`config.mk`:
```
export PLATFORM = sky130hd
export DESIGN_NAME = ps2_mouse_init_ctrl
export DESIGN_NICKNAME = d
export VERILOG_FILES = /design/src/rtl/ps2_mouse_pkg.sv /design/src/rtl/ps2_packet_assembler.sv /design/src/rtl/ps2_mouse_init_ctrl.sv
export SDC_FILE = /design/constraint.sdc
export NUM_CORES = 1
export LEC_CHECK = 0
export CAP_MARGIN = 10
export CORE_ASPECT_RATIO = 1.2
export CORE_MARGIN = 1
export CORE_UTILIZATION = 50
export DETAILED_ROUTE_END_ITERATION = 8
export PLACE_DENSITY = 0.71
export REMOVE_ABC_BUFFERS = 1
export SYNTH_ARGS = -nofsm -noshare
export SYNTH_HDL_FRONTEND = slang
export SYNTH_SLANG_ARGS = --single-unit
```
`constraint.sdc`:
```
create_clock -name CLK -period 2.6 [get_ports CLK]
set_input_delay 0.52 -clock CLK [delete_from_list [all_inputs] [get_ports CLK]]
set_output_delay 0.52 -clock CLK [all_outputs]
set_load 0.01 [all_outputs]
```
`src/rtl/ps2_mouse_pkg.sv`:
```
// Shared PS/2 mouse command/response codes, controller states and the init script lookup.
package ps2_mouse_pkg;

    localparam logic [7:0] CMD_RESET    = 8'hFF;
    localparam logic [7:0] CMD_SET_RATE = 8'hF3;
    localparam logic [7:0] CMD_ENABLE   = 8'hF4;

    localparam logic [7:0] RSP_ACK      = 8'hFA;
    localparam logic [7:0] RSP_RESEND   = 8'hFE;
    localparam logic [7:0] RSP_ERROR    = 8'hFC;
    localparam logic [7:0] RSP_BAT_OK   = 8'hAA;
    localparam logic [7:0] ID_STD       = 8'h00;

    typedef enum logic [3:0] {
        ST_RESET_DLY,
        ST_SEND,
        ST_WAIT_TX,
        ST_WAIT_ACK,
        ST_WAIT_BAT,
        ST_WAIT_ID,
        ST_RESTART,
        ST_FAIL,
        ST_STREAM
    } state_t;

    // Init script: reset, set sample rate + argument, enable data reporting.
    function automatic logic [7:0] script_byte(input logic [1:0] idx, input logic [7:0] rate);
        case (idx)
            2'd0:    script_byte = CMD_RESET;
            2'd1:    script_byte = CMD_SET_RATE;
            2'd2:    script_byte = rate;
            default: script_byte = CMD_ENABLE;
        endcase
    endfunction

endpackage

```
`src/rtl/ps2_packet_assembler.sv`:
```
// Frames 3-byte PS/2 movement packets from the receive byte stream while enabled.
module ps2_packet_assembler #(
    parameter int ACK_TIMEOUT = 1_000_000
) (
    input  logic       clk,
    input  logic       rst_n,
    input  logic       enable,
    input  logic [7:0] rx_data,
    input  logic       rx_valid,
    input  logic       rx_err,
    output logic       pkt_valid,
    output logic [2:0] btn,
    output logic [8:0] dx,
    output logic [8:0] dy,
    output logic [1:0] ovf
);

    localparam int GW = $clog2(ACK_TIMEOUT + 1);
    localparam logic [GW-1:0] GAP_LIMIT = GW'(ACK_TIMEOUT - 1);

    logic [1:0]    cnt;
    logic [6:0]    hdr;
    logic [7:0]    byte1;
    logic [GW-1:0] gap;

    // hdr keeps byte 0 without its always-one sync bit: {ovf[1:0], ysign, xsign, btn[2:0]}
    always_ff @(posedge clk or negedge rst_n) begin
        if (!rst_n) begin
            cnt       <= '0;
            hdr       <= '0;
            byte1     <= '0;
            gap       <= '0;
            pkt_valid <= 1'b0;
            btn       <= '0;
            dx        <= '0;
            dy        <= '0;
            ovf       <= '0;
        end else begin
            pkt_valid <= 1'b0;
            if (!enable || rx_err) begin
                cnt <= '0;
                gap <= '0;
            end else if (rx_valid) begin
                gap <= '0;
                case (cnt)
                    2'd0: begin
                        if (rx_data[3]) begin
                            hdr <= {rx_data[7:4], rx_data[2:0]};
                            cnt <= 2'd1;
                        end
                    end
                    2'd1: begin
                        byte1 <= rx_data;
                        cnt   <= 2'd2;
                    end
                    default: begin
                        pkt_valid <= 1'b1;
                        btn       <= hdr[2:0];
                        dx        <= {hdr[3], byte1};
                        dy        <= {hdr[4], rx_data};
                        ovf       <= hdr[6:5];
                        cnt       <= 2'd0;
                    end
                endcase
            end else if (cnt != 2'd0) begin
                // Drop a partial packet once the line has been idle for ACK_TIMEOUT cycles.
                if (gap >= GAP_LIMIT) begin
                    cnt <= '0;
                    gap <= '0;
                end else begin
                    gap <= gap + 1'b1;
                end
            end
        end
    end

endmodule

```
`src/rtl/ps2_mouse_init_ctrl.sv`:
```
// PS/2 mouse bring-up sequencer: runs the init script with retries, then frames stream packets.
module ps2_mouse_init_ctrl
    import ps2_mouse_pkg::*;
#(
    parameter int         ACK_TIMEOUT = 1_000_000,
    parameter int         BAT_TIMEOUT = 30_000_000,
    parameter logic [7:0] SAMPLE_RATE = 8'h64,
    parameter int         MAX_RETRY   = 3
) (
    input  logic       CLK,
    input  logic       RST,
    output logic [7:0] tx_data,
    output logic       tx_start,
    input  logic       tx_done,
    input  logic       tx_err,
    input  logic [7:0] rx_data,
    input  logic       rx_valid,
    input  logic       rx_err,
    output logic       STREAM,
    output logic       FAIL,
    output logic       pkt_valid,
    output logic [2:0] btn,
    output logic [8:0] dx,
    output logic [8:0] dy,
    output logic [1:0] ovf
);

    localparam int TW = $clog2(BAT_TIMEOUT + 1);
    localparam int RW = $clog2(MAX_RETRY + 1);
    localparam logic [TW-1:0] ACK_LIMIT = TW'(ACK_TIMEOUT);
    localparam logic [TW-1:0] BAT_LIMIT = TW'(BAT_TIMEOUT);
    localparam logic [RW-1:0] RETRY_MAX = RW'(MAX_RETRY);

    state_t        state;
    logic [1:0]    idx;
    logic [RW-1:0] retry;
    logic [1:0]    fe_cnt;
    logic [TW-1:0] timer;

    // Timer defaults to clear, so it is zero on entry to every WAIT_* state.
    always_ff @(posedge CLK or negedge RST) begin
        if (!RST) begin
            state    <= ST_RESET_DLY;
            idx      <= '0;
            retry    <= '0;
            fe_cnt   <= '0;
            timer    <= '0;
            tx_data  <= '0;
            tx_start <= 1'b0;
            STREAM   <= 1'b0;
            FAIL     <= 1'b0;
        end else begin
            tx_start <= 1'b0;
            timer    <= '0;
            case (state)
                ST_RESET_DLY: state <= ST_SEND;
                ST_SEND: begin
                    tx_data  <= script_byte(idx, SAMPLE_RATE);
                    tx_start <= 1'b1;
                    state    <= ST_WAIT_TX;
                end
                ST_WAIT_TX: begin
                    if (tx_err)             state <= ST_RESTART;
                    else if (tx_done)       state <= ST_WAIT_ACK;
                    else if (timer != '1)   timer <= timer + 1'b1;
                end
                ST_WAIT_ACK: begin
                    if (rx_err) begin
                        state <= ST_RESTART;
                    end else if (rx_valid) begin
                        case (rx_data)
                            RSP_ACK: begin
                                fe_cnt <= '0;
                                if (idx == 2'd0) begin
                                    state <= ST_WAIT_BAT;
                                end else if (idx == 2'd3) begin
                                    STREAM <= 1'b1;
                                    state  <= ST_STREAM;
                                end else begin
                                    idx   <= idx + 2'd1;
                                    state <= ST_SEND;
                                end
                            end
                            RSP_RESEND: begin
                                // A third consecutive resend is treated as a hard failure.
                                if (fe_cnt == 2'd2) begin
                                    state <= ST_RESTART;
                                end else begin
                                    fe_cnt <= fe_cnt + 2'd1;
                                    state  <= ST_SEND;
                                end
                            end
                            RSP_ERROR: state <= ST_RESTART;
                            default:   state <= ST_RESTART;
                        endcase
                    end else if (timer >= ACK_LIMIT) begin
                        state <= ST_RESTART;
                    end else begin
                        timer <= timer + 1'b1;
                    end
                end
                ST_WAIT_BAT: begin
                    if (rx_err)                 state <= ST_RESTART;
                    else if (rx_valid) begin
                        if (rx_data == RSP_BAT_OK)     state <= ST_WAIT_ID;
                        else if (rx_data == RSP_ERROR) state <= ST_RESTART;
                        else                           state <= ST_RESTART;
                    end
                    else if (timer >= BAT_LIMIT) state <= ST_RESTART;
                    else                         timer <= timer + 1'b1;
                end
                ST_WAIT_ID: begin
                    if (rx_err) begin
                        state <= ST_RESTART;
                    end else if (rx_valid) begin
                        if (rx_data == ID_STD) begin
                            idx   <= 2'd1;
                            state <= ST_SEND;
                        end else begin
                            state <= ST_RESTART;
                        end
                    end else if (timer >= ACK_LIMIT) begin
                        state <= ST_RESTART;
                    end else begin
                        timer <= timer + 1'b1;
                    end
                end
                ST_RESTART: begin
                    fe_cnt <= '0;
                    if (retry < RETRY_MAX) begin
                        retry <= retry + 1'b1;
                        idx   <= '0;
                        state <= ST_SEND;
                    end else begin
                        FAIL  <= 1'b1;
                        state <= ST_FAIL;
                    end
                end
                ST_FAIL:   state <= ST_FAIL;
                ST_STREAM: state <= ST_STREAM;
                default:   state <= ST_RESET_DLY;
            endcase
        end
    end

    ps2_packet_assembler #(
        .ACK_TIMEOUT(ACK_TIMEOUT)
    ) u_assembler (
        .clk      (CLK),
        .rst_n    (RST),
        .enable   (STREAM),
        .rx_data  (rx_data),
        .rx_valid (rx_valid),
        .rx_err   (rx_err),
        .pkt_valid(pkt_valid),
        .btn      (btn),
        .dx       (dx),
        .dy       (dy),
        .ovf      (ovf)
    );

endmodule

```
==> results.ini <==
[setup_path]
rr_worst_depth = 6
end_kind = register
rr_startpoint = timer[0]
reg2reg_to = timer[18]
worst_path_max_delay_cell = a211oi_2
critPathBufInv = 0
cp-start-kind = register
crit_required_ns = 2.80
critPathTopFamily = compound AO/OA/AOI/OAI gates
reg2reg_slack_ns = 0.19
crit_path_start = timer[0]
critPathArrivalTime_ns = 2.60
crit_fanout = 12
path_cells = ha_1, nand3_4, nor3_4, a31oi_1, a211oi_2, nor2_1
max_stage_delay_ns = 0.77
critPathKind = register to register

[routing]
viasPerCell = 5.65
wl_um = 10700
wl_per_cell_um = 15.7
route.vias.total = 3841
first_pass_iters = 4
route.detailed.drc = 0
drt_iter0_markers = 268
ant_nets = 0

[finish]
layout.nets = 573
drive_gt1_share_pct = 16.2
n_fill_cell = 834
antenna_cells = 0
area_growth_pct = 20.1

[sta]
setup_viol = 0
layout_min_cycle_time_ns = 2.41
worst_pin_slew_ns = 0.889
slew_viol_final = 0
min_period_over_period_pct = 92.5
holdWs_ns = 0.0930
setup_tns_ns = 0
hold_viol = 0
max_slew_margin_pct = 40.6
fmax_mhz = 416
clock_skew_ns = 0.00632
rsz0062_at_grt = no

[synthesis]
ys_warn_count = 0
synth_cell_types = 60
synth_seq_cells = 104
netlist_top_cells_count = dfrtp_1, nor2_1, mux2_2
synthCells = 484
syn_avg_cell_area_um2 = 10.6
synth.area.top_cells = dfrtp_1, mux2_2, xor2_1
yosysTopAreaCellShare_pct = 50.8
synthArstFlopShare_pct = 100
synthFlopType = dfrtp_1
syn_area_um2 = 5120
yosysTopAreaCell = dfrtp_1
synth.most_common_cell = dfrtp_1
yosysSeqAreaShare_pct = 50.8
synth_edf_count = 0

[power_and_ir_drop]
p_total_uw = 4040
ir_worst_vdd_mv = 0.322
p_per_area_nw_per_um2 = 657
power_leakage_uw = 0.00273

[clock_tree]
cts_made_buffers = 9
cts_resized = 0
postCtsHoldBufs = 0
cts_tree = built
cts_sinks = 104
htreeDepth = 3
cts-root-buf = clkbuf_16
clock_path_buffers = 2
postCtsSetupRepairBufs = 0
clkSlewWorstSetupHoldPaths_ns = 0.07
clkLatencyLatePin_ns = 0.35

[worst_hold_path]
min_path_type = input pin to asynchronous set/reset pin

[floorplan]
die_x_um = 94.4
io_pins = 49
start_util_pct = 51.2
dieHeight_um = 113
core_region_area_um2 = 10000
placementRows = 40
dieArea_um2 = 10700

[global_routing]
grt_pass1_vias = 3792
grt_max_degree = 44
antenna_found_initial = 0
grt_usage_pct = 21.6
grt_pass1_wl_um = 17900
grt-ovfl-total = 0

[place]
gp_congestion = 0.861
port-buffer-count = 48
dp_hpwl_um = 7600

[status]
status = complete, no violations

[job]
maxCapViolCount = 0

## power breakdown
group | internal (µW) | switching [µW] | total [µW]
combinational | 422 | 499 | 921
clock | 654 | 603 | 1260
sequential | 1730 | 137 | 1860
total | 2800 | 1240 | 4040
## cell type report
cell class	instances	area [µm²]	share of cell area, %
clock buffer	10	229	3.72
timing repair buffer	72	683	11.1
multi-input combinational	355	2400	39.1
sequential	104	2600	42.3
clock inverter	5	43.8	0.712
inverter	8	30.0	0.488
tap	126	158	2.56
## layer usage
metal / routed length [µm] / vias to the layer above / share of wire, % / track usage [%]
li1: - / 1821 / - / -
met1: 4600 / 1927 / 43 / 26.5
met2: 5450 / 73 / 51 / 36.9
met3: 380 / 20 / 3.6 / 3.23
met4: 248 / 0 / 2.3 / 10.4
met5: 0 / - / 0 / 0
## cell families (layout without fill, tap and decap cells)
| kind of cell | count (synthesis) | after routing | share of synthesized area (%) |
|---|---|---|---|
| fa+ha+maj | 9 | 9 | 2.20 |
| compound gates | 56 | 57 | 7.87 |
| flops | 104 | 104 | 50.8 |
| buf+inv | 26 | 95 | 2.49 |
| simple gates | 207 | 207 | 20.7 |
| mux | 40 | 40 | 8.77 |
| xor+xnor | 42 | 42 | 7.18 |
## through the flow
stage	cell area [µm²]	instances	setup slack, ns	util [%]
2_1_floorplan	5020	466	0.517	-
3_3_place_gp	5860	664	-0.0187	58.6
3_5_place_dp	5860	664	-0.0235	58.6
4_1_cts	6140	679	0.0993	61.3
5_1_grt	6150	680	0.0495	61.4
6_report	6150	680	0.195	61.4
## worst register-to-register path, stage by stage, from the launching register on
cell and delay [ns]:
dfrtp_1 0.46, ha_1 0.34, nand3_4 0.14, nor3_4 0.20
a31oi_1 0.21, a211oi_2 0.77, nor2_1 0.12
## registers in the layout, summed over array words and instances (netlist names), 3 cells and up
signal,cells
state,4
tx_data,5
u_assembler.dx,9
u_assembler.byte1,8
timer,25
u_assembler.dy,9
u_assembler.btn,3
u_assembler.gap,20
u_assembler.hdr,7
## placed cells by master (no fill, tap or decap), types with 3 or more instances in the layout
master,Yosys,routed
clkbuf_16,0,9
buf_4,3,23
nand4_1,14,14
xnor2_1,14,14
mux2_2,39,39
a21oi_1,14,14
ha_1,9,9
and3_1,16,16
nand2_1,37,37
nor3_1,13,13
and2_1,3,3
clkdlybuf4s50_1,0,47
nand3b_1,3,3
nor2b_1,8,8
dfrtp_1,104,104
o21ai_0,13,13
inv_1,8,8
a21o_1,3,3
nand3_1,27,27
xor2_1,28,28
nand2b_1,3,3
nor2_1,65,65
## worst max-delay path by stage
stage	depth (start not counted)	slack [ns]	endpoint
after CTS	6	0.1	timer[22]
after floorplan	6	0.52	timer[10]
after global routing	5	0.05	timer[0]
final	6	0.19	timer[18]
after detailed placement	7	-0.02	state[2]
after global placement	7	-0.02	state[2]
(Power assumes the default switching activity.)
